$ cat config.mk
export PLATFORM = sky130hd
export DESIGN_NAME = doodle_physics_flat
export DESIGN_NICKNAME = d
export VERILOG_FILES = /design/src/rtl/doodle_physics_if.sv /design/src/rtl/doodle_physics.sv /design/src/flat_wrapper.sv
export SDC_FILE = /design/constraint.sdc
export NUM_CORES = 1
export LEC_CHECK = 0
export ABC_AREA = 1
export CAP_MARGIN = 20
export CORE_MARGIN = 4
export CORE_UTILIZATION = 50
export CTS_CLUSTER_SIZE = 12
export DETAILED_ROUTE_END_ITERATION = 12
export HOLD_SLACK_MARGIN = 0.1
export PLACE_DENSITY = 0.77
export SYNTH_ARGS = -nofsm -noshare
export SYNTH_HDL_FRONTEND = slang
export SYNTH_SLANG_ARGS = --single-unit
$ cat constraint.sdc
create_clock -name clk -period 2.5 [get_ports clk]
set_clock_uncertainty 0.1 [all_clocks]
set_input_delay 0.375 -clock clk [delete_from_list [all_inputs] [get_ports clk]]
set_output_delay 0.375 -clock clk [all_outputs]
set_load 0.02 [all_outputs]
$ cat src/rtl/doodle_physics_if.sv
// doodle_physics_if: bundles the step strobe, move/collision requests and the
// registered doodle state. The master side is the input/collision logic; the
// renderer observes the same outputs. springHit exists only when
// DOODLE_SPRING_EN is defined.
interface doodle_physics_if #(
  parameter int COORD_WIDTH = 16,
  parameter int VEL_WIDTH   = 8
);
  logic                          physicsUpdate;
  logic                          left;
  logic                          right;
  logic                          hasCollide;
`ifdef DOODLE_SPRING_EN
  logic                          springHit;
`endif
  logic        [COORD_WIDTH-1:0] doodleX;
  logic        [COORD_WIDTH-1:0] doodleY;
  logic signed [VEL_WIDTH-1:0]   velY;
  logic                          falling;
  logic                          dead;
  logic        [15:0]            jumpCount;

  modport master (
    output physicsUpdate, left, right, hasCollide,
`ifdef DOODLE_SPRING_EN
    output springHit,
`endif
    input  doodleX, doodleY, velY, falling, dead, jumpCount
  );

  modport slave (
    input  physicsUpdate, left, right, hasCollide,
`ifdef DOODLE_SPRING_EN
    input  springHit,
`endif
    output doodleX, doodleY, velY, falling, dead, jumpCount
  );
endinterface

$ cat src/rtl/doodle_physics.sv
// doodle_physics: doodle state holder with a velocity/gravity jump arc,
// horizontal wrap-around motion, ceiling clamp, death below the bottom edge
// and a bounce counter. One physics step per physicsUpdate strobe.
// Optional feature macro: DOODLE_SPRING_EN (spring bounces load SPRING_VELOCITY).
module doodle_physics #(
  parameter int SCREEN_WIDTH    = 400,
  parameter int SCREEN_HEIGHT   = 700,
  parameter int COORD_WIDTH     = 16,
  parameter int VEL_WIDTH       = 8,
  parameter int JUMP_VELOCITY   = 8,
  parameter int GRAVITY         = 1,
  parameter int MAX_FALL_SPEED  = 8,
`ifdef DOODLE_SPRING_EN
  parameter int SPRING_VELOCITY = 16,
`endif
  parameter int H_SPEED         = 2
) (
  input logic              clk,
  input logic              reset,
  doodle_physics_if.slave  bus
);

  localparam int CW = COORD_WIDTH;
  localparam int VW = VEL_WIDTH;

  typedef enum logic [1:0] {ST_RISE, ST_FALL, ST_DEAD} state_t;

  localparam logic        [CW-1:0] C_WIDTH  = CW'(SCREEN_WIDTH);
  localparam logic        [CW-1:0] C_HSPEED = CW'(H_SPEED);
  localparam logic        [CW-1:0] C_XRST   = CW'(SCREEN_WIDTH / 2);
  localparam logic signed [CW:0]   C_YMAX   = (CW+1)'(SCREEN_HEIGHT - 1);
  localparam logic signed [CW:0]   C_YZERO  = '0;
  localparam logic signed [VW:0]   C_GRAV   = (VW+1)'(GRAVITY);
  localparam logic signed [VW:0]   C_VZERO  = '0;
  localparam logic signed [VW:0]   C_VMIN   = (VW+1)'(-MAX_FALL_SPEED);
  localparam logic signed [VW-1:0] C_JUMP   = VW'(JUMP_VELOCITY);
`ifdef DOODLE_SPRING_EN
  localparam logic signed [VW-1:0] C_SPRING = VW'(SPRING_VELOCITY);
`endif

  state_t                  r_state, w_state_next;
  logic        [CW-1:0]    r_x, w_x_next;
  logic        [CW-1:0]    r_y, w_y_next;
  logic signed [VW-1:0]    r_vy, w_vy_next;
  logic        [15:0]      r_jump, w_jump_next;

  logic signed [CW:0]      w_y_ext;
  logic signed [CW:0]      w_vy_ext;
  logic signed [CW:0]      w_y_sum;
  logic signed [VW:0]      w_vy_dec;
  logic        [CW-1:0]    w_x_plus;
  logic signed [VW-1:0]    w_bounce_vy;

  // Vertical arithmetic is one bit wider than the coordinate so a fall
  // below zero shows up as a negative sum instead of wrapping.
  assign w_y_ext  = {1'b0, r_y};
  assign w_vy_ext = {{(CW+1-VW){r_vy[VW-1]}}, r_vy};
  assign w_y_sum  = w_y_ext + w_vy_ext;
  assign w_vy_dec = {r_vy[VW-1], r_vy} - C_GRAV;
  assign w_x_plus = r_x + C_HSPEED;

`ifdef DOODLE_SPRING_EN
  assign w_bounce_vy = bus.springHit ? C_SPRING : C_JUMP;
`else
  assign w_bounce_vy = C_JUMP;
`endif

  // Next-state and datapath: one physics step when strobed and not dead.
  always_comb begin
    // NOTE: every output of this block gets a hold default first, so no path
    // leaves a variable unassigned and no latch is inferred.
    w_state_next = r_state;
    w_x_next     = r_x;
    w_y_next     = r_y;
    w_vy_next    = r_vy;
    w_jump_next  = r_jump;

    if (bus.physicsUpdate && (r_state != ST_DEAD)) begin
      // Horizontal motion needs exactly one direction; wrap across the edges.
      if (bus.left && !bus.right) begin
        if (r_x < C_HSPEED) w_x_next = r_x - C_HSPEED + C_WIDTH;
        else                w_x_next = r_x - C_HSPEED;
      end else if (bus.right && !bus.left) begin
        if (w_x_plus >= C_WIDTH) w_x_next = w_x_plus - C_WIDTH;
        else                     w_x_next = w_x_plus;
      end

      case (r_state)
        ST_RISE: begin
          // Collisions are ignored on the way up; clamp at the ceiling.
          if (w_y_sum > C_YMAX) w_y_next = C_YMAX[CW-1:0];
          else                  w_y_next = w_y_sum[CW-1:0];
          w_vy_next = w_vy_dec[VW-1:0];
          if (w_vy_dec <= C_VZERO) w_state_next = ST_FALL;
        end
        ST_FALL: begin
          if (bus.hasCollide) begin
            // A bounce wins over bottoming out in the same step.
            w_vy_next    = w_bounce_vy;
            w_jump_next  = r_jump + 16'd1;
            w_state_next = ST_RISE;
          end else if (w_y_sum < C_YZERO) begin
            w_y_next     = '0;
            w_vy_next    = '0;
            w_state_next = ST_DEAD;
          end else begin
            w_y_next = w_y_sum[CW-1:0];
            if (w_vy_dec < C_VMIN) w_vy_next = C_VMIN[VW-1:0];
            else                   w_vy_next = w_vy_dec[VW-1:0];
          end
        end
        default: ;
      endcase
    end
  end

  // State and datapath registers with synchronous reset.
  always_ff @(posedge clk) begin
    // NOTE: sequential state uses non-blocking assignments so every register
    // samples the pre-edge values regardless of statement order.
    if (reset) begin
      r_state <= ST_RISE;
      r_x     <= C_XRST;
      r_y     <= '0;
      r_vy    <= C_JUMP;
      r_jump  <= '0;
    end else begin
      r_state <= w_state_next;
      r_x     <= w_x_next;
      r_y     <= w_y_next;
      r_vy    <= w_vy_next;
      r_jump  <= w_jump_next;
    end
  end

  assign bus.doodleX   = r_x;
  assign bus.doodleY   = r_y;
  assign bus.velY      = r_vy;
  assign bus.jumpCount = r_jump;
  assign bus.falling   = (r_state == ST_FALL);
  assign bus.dead      = (r_state == ST_DEAD);

endmodule
$ cat src/flat_wrapper.sv
// flat-port wrapper written by rule: the top's interface ports become plain ports
module doodle_physics_flat 
#(
  parameter int SCREEN_WIDTH    = 400,
  parameter int SCREEN_HEIGHT   = 700,
  parameter int COORD_WIDTH     = 16,
  parameter int VEL_WIDTH       = 8,
  parameter int JUMP_VELOCITY   = 8,
  parameter int GRAVITY         = 1,
  parameter int MAX_FALL_SPEED  = 8,

  parameter int H_SPEED         = 2
)
  (clk, reset, bus_physicsUpdate, bus_left, bus_right, bus_hasCollide, bus_doodleX, bus_doodleY, bus_velY, bus_falling, bus_dead, bus_jumpCount);
  doodle_physics_if #(.COORD_WIDTH(COORD_WIDTH), .VEL_WIDTH(VEL_WIDTH)) bus_i ();
  input logic clk;
  input logic reset;
  input wire logic [$bits(bus_i.physicsUpdate)-1:0] bus_physicsUpdate;
  input wire logic [$bits(bus_i.left)-1:0] bus_left;
  input wire logic [$bits(bus_i.right)-1:0] bus_right;
  input wire logic [$bits(bus_i.hasCollide)-1:0] bus_hasCollide;
  output wire logic [$bits(bus_i.doodleX)-1:0] bus_doodleX;
  output wire logic [$bits(bus_i.doodleY)-1:0] bus_doodleY;
  output wire logic [$bits(bus_i.velY)-1:0] bus_velY;
  output wire logic [$bits(bus_i.falling)-1:0] bus_falling;
  output wire logic [$bits(bus_i.dead)-1:0] bus_dead;
  output wire logic [$bits(bus_i.jumpCount)-1:0] bus_jumpCount;
  assign bus_i.physicsUpdate = bus_physicsUpdate;
  assign bus_i.left = bus_left;
  assign bus_i.right = bus_right;
  assign bus_i.hasCollide = bus_hasCollide;
  assign bus_doodleX = bus_i.doodleX;
  assign bus_doodleY = bus_i.doodleY;
  assign bus_velY = bus_i.velY;
  assign bus_falling = bus_i.falling;
  assign bus_dead = bus_i.dead;
  assign bus_jumpCount = bus_i.jumpCount;
  doodle_physics #(.SCREEN_WIDTH(SCREEN_WIDTH), .SCREEN_HEIGHT(SCREEN_HEIGHT), .COORD_WIDTH(COORD_WIDTH), .VEL_WIDTH(VEL_WIDTH), .JUMP_VELOCITY(JUMP_VELOCITY), .GRAVITY(GRAVITY), .MAX_FALL_SPEED(MAX_FALL_SPEED), .H_SPEED(H_SPEED)) u_core (.clk(clk), .reset(reset), .bus(bus_i));
endmodule
# Word level (Yosys, flattened, before mapping)
# Index checks and enable logic that the tools add are counted.
# totals
ff_bits	58
inputBits	6
elab_cells	53
# classes
n_addsub	7
order_cmp	6
eq_ne	6
mux	16
reduce_logical	13
# op_table
operator	count
16-bit 2-to-1 mux	7
16-bit case mux with 2 select lines	1
8-bit 2-to-1 mux	3
17-bit by 8-bit adder with 17-bit output	1
17-bit by 11-bit > comparator with 1-bit output (second input constant)	1
17-bit by 1-bit < comparator with 1-bit output (second input constant)	1
16-bit by 1-bit adder with 16-bit output (second input constant)	1
16-bit by 2-bit adder with 16-bit output (second input constant)	1
16-bit by 9-bit adder with 16-bit output (second input constant)	1
16-bit by 9-bit >= comparator with 1-bit output (second input constant)	1
16-bit by 2-bit < comparator with 1-bit output (second input constant)	1
8-bit case mux with 2 select lines	1
16-bit by 2-bit subtractor with 16-bit output (second input constant)	1
16-bit by 9-bit subtractor with 16-bit output (second input constant)	1
9-bit by 1-bit less-or-equal comparator with 1-bit output (second input constant)	1
9-bit by 4-bit < comparator with 1-bit output (second input constant)	1
8-bit by 2-bit subtractor with 9-bit output (second input constant)	1
2-bit 2-to-1 mux	3
3-bit AND reduction	2
2-bit inequality test (second input constant)	2
2-bit case mux with 2 select lines	1
2-bit AND reduction	2
4-bit AND reduction	1
2-bit nonzero test	2
other kinds (7)	10

# Longest topological paths before layout
# Gate-level depths: netlist of the first run.
# logic_depth
word_depth	6
ltp_mapped	19
mapped_depth_nobuf	18

# Worst setup path after synthesis of the first run
# Ideal clock, no wire load.
# synth_path
path_kind	reg-to-reg
startpoint	register u_core.r_vy[0] (netlist: u_core.bus.velY[0])
endpoint	register u_core.r_y[9] (netlist: u_core.bus.doodleY[9])
setup_ns	0.120
arrival_time_ns	2.323
t_required_ns	2.280
path_slack_ns	-0.042
stages_incl_launch_ff	16
cell_sequence	dfxtp_1 -> ha_1 -> inv_1 -> fa_1 -> inv_1 -> nand3_1 -> nand2_1 -> a21o_1 -> nand3_1 -> nand2_1 -> nand2_1 -> nand2_1 -> nand2_1 -> buf_2 -> a21oi_1 -> a21oi_1
# synth_between
elab_chain_cells	5
# synth_lines
element	line_no	source
start, declared	doodle_physics.sv:44	logic signed [VW-1:0] r_vy, w_vy_next;
start signal, assigned	doodle_physics.sv:131	r_vy <= w_vy_next;
17-bit by 8-bit adder with 17-bit output (*)	doodle_physics.sv:58	assign w_y_sum = w_y_ext + w_vy_ext;
17-bit by 1-bit < comparator with 1-bit output	doodle_physics.sv:102	end else if (w_y_sum < C_YZERO) begin
16-bit 2-to-1 mux	doodle_physics.sv:102	
16-bit 2-to-1 mux	doodle_physics.sv:97	if (bus.hasCollide) begin
16-bit case mux with 2 select lines (*)	doodle_physics.sv:88	case (r_state)
end signal, assigned	doodle_physics.sv:130	r_y <= w_y_next;
end, declared	doodle_physics.sv:43	logic [CW-1:0] r_y, w_y_next;
# Every way passes the cells marked *; elsewhere a longest branch is shown, timed or not. The select of a mux whose other input is x is not followed.
# A chain may end at the register's enable or synchronous reset.

# Worst setup path after layout of the first run
# layout_path
startpoint	register u_core.r_vy[4] (netlist: u_core.bus.velY[4])
endpoint	register u_core.r_y[13] (netlist: u_core.bus.doodleY[13])
# The elaborated chain is that of the path after synthesis.

==> metrics, run 1 <==
Yosys top cell by area dfxtp_1; Die Ht 106 µm; Total Routed Length 15600 µm; RSZ-0062 raised after global routing yes; Post-Syn Instances 774; crit end category flop; Mapped Nets 806; delay-heaviest family, CP simple AND/OR/NAND/NOR gates; # IOs 64; async set-reset flop share out of synthesis 0%; Post-DP Area 0.00588 mm²; HP Class flop to flop; WP data arrival 2.63 ns; Crit-path slowest cell dfxtp_1; pre-CTS setup slack 0.00229 ns; Critical Path Start u_core.bus.velY[4]; RR Startpoint u_core.bus.velY[4]; total clock sinks 57; top-count cell post-synth nand2_1; ANT nets after route 0; Cell Rows 35; Longest Clk Path Bufs 2; largest net degree at the start of global routing 22; first-pass detailed-route iteration total 6; area share of the largest cell type after synthesis 24.0%; core area 0.00924 mm²; Final min period 2.49 ns; Startpoint Class flop; initial drt markers 445; Distinct cells, synth 42; Num CTS Buffers 9; final worst-path setup slack 0.0133 ns; Die ar. 0.0111 mm²; Tcrit/Tclk final 99.5%; Max-cap violations 0; crit-path max cell delay 0.46 ns; final total power 3670 µW; layout cells sized above 1 21.4%; leading cell types by count after synthesis 199 x nand2_1, 102 x inv_1, 74 x a21oi_1; register area 0.00116 mm²; vias in the first global route 5177; antenna cells 0; routed vias/inst 5.51; Hold Crit Start u_core.bus.jumpCount[1]; most used cell, CP nand2_2; Clock transition at path regs 0.08 ns; R2R setup slack 0.01 ns; synthesized cell area 0.00476 mm²; Critical Path, Cell by Cell ha_4, nand2_1, nand2_1, a21oi_1, nand2_2, xor2_1, nand2_2, nand2_2, nand2_2, nand3_2, nand2_4, buf_12, nand3_1, a21oi_1; Final Setup Violations 0; DIE WIDTH 106 µm; Leak 0.00291 µW; first-pass GRT wire length 24100 µm; Mean Syn Cell Area 6.15 µm²; Max FO, Critical Path 7; final hold vios 0; worst setup path class flop to flop; outcome completed; top cells by area, synth dfxtp_1 24%, nand2_1 16%, inv_1 8.0%, a21oi_1 7.8%, nand3_1 6.9%; area used by multi-input combinational logic 0.00353 mm²; Area Overhead vs Synth 38.7%; Port Buffer Count 62; Skew-Pair Late Insertion Delay 0.37 ns; drt drc 0; Worst Path Required 2.64 ns; H-tree depth 3; Pwr Density 556 mW/mm²; post-synthesis sequential area ratio 24.0%; Detail Placement HPWL 11300 µm; hold slack 0.403 ns; # nets final 920; Initial Util 51.5%; Routability Congestion 0.973; Root Buffer clkbuf_8; Peak Freq 0.402 GHz; max-slew violations 0; Finished Core Util 71.5%; CTS tree yes; final instance area 0.00660 mm²; number of fill cells in the layout 754; Worst Path Buf+Inv 1; Yosys Warn Count 0; maximum VDD drop 0.440 mV; routed len/inst 15.3 µm; via count 5631; Post-synth EDFFs 0; GRT Residual Overflow 0; Synth Flop Type dfxtp_1; initial antenna violation count 0; flops & latches, synth 57; Tot GR Track Use 26.5%
registers in the layout (all words and copies together), names as in the netlist:
| signal | cells |
|---|---|
| u_core.bus.doodleX | 15 |
| u_core.bus.doodleY | 16 |
| u_core.bus.jumpCount | 16 |
| u_core.bus.velY | 8 |
| u_core.r_state | 2 |
timing repair:
action | 4_1_cts | 5_1_grt
setup buffers | 0 | 5
cloned | 0 | 2
setup endpoints to repair | 8 | 32
hold buffers | 0 | 0
pin swaps | 1 | 22
resized for setup | 3 | 99
stage by stage:
| stage | cells | TNS, ns |
|---|---|---|
| floorplan | 774 | 0 |
| global placement | 999 | 0 |
| detailed placement | 999 | 0 |
| CTS | 1015 | 0 |
| global route | 1022 | -0.670 |
| finish | 1022 | 0 |
layout by cell type, fill, tap and decap left out, types with 7 or more instances in the layout:
master,synthesis,routed
nand2_2,9,27
dfxtp_1,57,48
a21oi_2,0,12
buf_4,4,54
nor3_1,10,8
nand4_1,18,18
nor2_2,5,8
a21oi_1,74,61
inv_2,4,11
inv_1,102,95
ha_4,0,15
nand3_1,66,56
a31oi_1,9,9
clkdlybuf4s50_1,0,62
nor2_1,58,53
nand3_2,3,11
dfxtp_2,0,7
nor2_4,5,7
clkbuf_8,0,9
xor2_1,20,20
nand2_1,199,179
ha_1,25,9
o21ai_0,50,49
path summary, 6_finish.rpt:
path                                           endpoint  cells after the start
worst min register to register  u_core.bus.jumpCount[1]                      2
worst max-delay path             u_core.bus.doodleY[13]                     14
worst min-delay path            u_core.bus.jumpCount[1]                      2
worst max register to register   u_core.bus.doodleY[13]                     14
layout make-up:
type / instances / area share (%)
clock buffer: 9 / 1.88
clock inverter: 7 / 1.17
inverter: 109 / 6.20
multi-input combinational: 589 / 53.4
sequential: 57 / 17.5
tap: 129 / 2.44
timing repair buffer: 122 / 17.4
report_power, final:
part / total, µW / internal [µW] / switching, µW
Combinational: 1650 / 702 / 949
Clock: 943 / 469 / 474
Sequential: 1080 / 979 / 95.9
Total: 3670 / 2150 / 1520
routing by layer:
| layer | vias to the layer above | share of wire, % | track usage, % |
|---|---|---|---|
| met4 | 0 | 2.6 | 7.40 |
| li1 | 2768 | - | - |
| met1 | 2585 | 43 | 35.8 |
| met5 | - | 0 | 0 |
| met2 | 237 | 46 | 42.3 |
| met3 | 41 | 7.6 | 6.25 |
cell families after synthesis:
| kind of cell | synth area share, % |
|---|---|
| XOR/XNOR | 4.60 |
| flip-flops | 24.0 |
| buffers and inverters | 10.6 |
| adder cells (fa/ha/maj) | 6.99 |
| AO/OA/AOI/OAI | 16.6 |
| other | 0.0788 |
| AND/OR/NAND/NOR | 37.1 |
tightest hold or removal path: cells and delay by family (launching register included):
kind / cells / cell delay (ns)
flops: 1 / 0.35
compound gates: 1 / 0.05
buf+inv: 1 / 0.06
No activity file was read; power rests on OpenSTA's default activity.
==> run 2: changes to the inputs <==
Settings changed: PLACE_DENSITY 0.77 to 0.74.
Clock period 2.5 ns to 2.9 ns, I/O delays scaled along.
==> run 2 against run 1 <==
  * First-iteration DRC count is 9.9% lower
  * Critical endpoint is now u_core.bus.doodleY[11]
  * Global-route usage is 0.93 points lower
  * Register-to-register slack improved by 0.18 ns
  * Highest routed layer unchanged
  * Largest cell class unchanged
==> metrics, run 2 (synthesis results as in run 1) <==
first-pass detailed-route iteration total 5; GRT Residual Overflow 0; Total Routed Length 14000 µm; Longest Clk Path Bufs 2; register area 0.00114 mm²; vias in the first global route 4838; # nets final 876; Net Sw Power 1150 µW; maximum VDD drop 0.289 mV; Critical Path, Cell by Cell inv_1, fa_1, inv_1, nand3_1, nand2_2, nand2_1, nand2_1, nand2_1, nand3_1, nand3_1, nor2_1, nand3_2, nand2_4, nand3_1, a21oi_1; Clock power frac 31.1%; Cell Rows 35; combinational share of power 37.6%; commonest cells after routing, fill and taps aside 197 x nand2_1, 102 x inv_1, 74 x a21oi_1, 65 x nand3_1, 62 x clkdlybuf4s50_1; WP data arrival 2.88 ns; pre-CTS setup slack 0.119 ns; DIE WIDTH 106 µm; layout cells sized above 1 8.13%; crit-path max cell delay 0.47 ns; Final Setup Violations 0; part of the power in registers 31.3%; Initial Util 51.5%; area used by multi-input combinational logic 0.00315 mm²; Pwr Density 510 mW/mm²; CTS tree yes; Crit-path slowest cell fa_1; Tot GR Track Use 25.5%; final hold vios 0; Max FO, Critical Path 8; via count 5273; hold slack 0.390 ns; antenna cells 0; Int Pwr 1830 µW; RSZ-0062 raised after global routing no; Peak Freq 0.370 GHz; Skew-Pair Late Insertion Delay 0.34 ns; Die ar. 0.0111 mm²; Switching Fraction 38.6%; Die Ht 106 µm; max-slew violations 0; H-tree depth 3; Post-DP Area 0.00553 mm²; Sum Neg Setup Slack 0 ns; Startpoint Class flop; worst setup path class flop to flop; first-pass GRT wire length 23500 µm; Tcrit/Tclk final 93.3%; number of fill cells in the layout 899; leading cell type in the layout, fill and taps excluded nand2_1; # hold bufs at CTS 0; largest net degree at the start of global routing 23; Num CTS Buffers 9; core area 0.00924 mm²; Clock transition at path regs 0.07 ns; drt drc 0; Leak 0.00269 µW; routed vias/inst 5.39; Routability Congestion 0.997; Detail Placement HPWL 10700 µm; ANT nets after route 0; total clock sinks 57; Area Overhead vs Synth 22.7%; FF-to-FF path depth 15; initial antenna violation count 0; Worst Path Required 3.07 ns; Port Buffer Count 62; hold path cells 2; initial drt markers 401; routed len/inst 14.3 µm; HP Class flop to flop; # IOs 64; Final min period 2.70 ns; crit end category flop; Max-cap violations 0; Root Buffer clkbuf_8; outcome completed; final worst-path setup slack 0.195 ns; final instance area 0.00584 mm²; most used cell, CP nand3_1
run 2: power by group through the flow:
stage          logic, µW  registers [µW]  clock network [µW]
6_report            1120             932                 928
5_1_grt             1240             940                 974
4_1_cts             1060             927                 937
3_5_place_dp        1050             945                   0
3_3_place_gp        1040             944                   0
2_1_floorplan        691             988                   0
run 2: path summary, 6_finish.rpt:
| path | start | end | slack, ns |
|---|---|---|---|
| worst max-delay path | u_core.bus.velY[1] | u_core.bus.doodleY[11] | 0.20 |
| worst min-delay path | u_core.bus.jumpCount[13] | u_core.bus.jumpCount[13] | 0.39 |
| worst max register to register | u_core.bus.velY[1] | u_core.bus.doodleY[11] | 0.20 |
| worst min register to register | u_core.bus.jumpCount[13] | u_core.bus.jumpCount[13] | 0.39 |
run 2: critical path, delay by kind of cell (launching register included):
kind                     cells  cell delay, ns
AO/OA/AOI/OAI                1            0.13
adder cells (fa/ha/maj)      1            0.47
AND/OR/NAND/NOR             11            1.30
buffers and inverters        2            0.25
flip-flops                   1            0.39
run 2: routing by layer:
metal	vias to the layer above	global-route usage (%)	part of all wire (%)
li1	2682	-	-
met1	2373	37.7	46
met2	191	37.3	43
met3	27	5.39	9.2
met4	0	7.22	1.7
met5	-	0	0
run 2: cell type report:
class / instances / share of cell area (%)
Multi-Input combinational cell: 590 / 54.0
Sequential cell: 57 / 19.6
Timing Repair Buffer: 77 / 12.6
Inverter: 109 / 7.00
Tap cell: 129 / 2.76
Clock buffer: 9 / 2.12
Clock inverter: 7 / 2.03
run 2: metrics by stage:
step                cells  util [%]  total power, µW
finish                978      63.2             2980
global route          978      63.2             3150
CTS                   973      62.5             2930
detailed placement    957      59.8             2000
global placement      957      59.8             1980
floorplan             774         -             1680
run 2: timing repair:
| item | CTS | global route |
|---|---|---|
| gates resized for setup | 0 | 9 |
| endpoints found under the hold margin | 0 | 0 |
| buffers inserted | 0 | 4 |
| endpoints found under the setup margin | 0 | 25 |
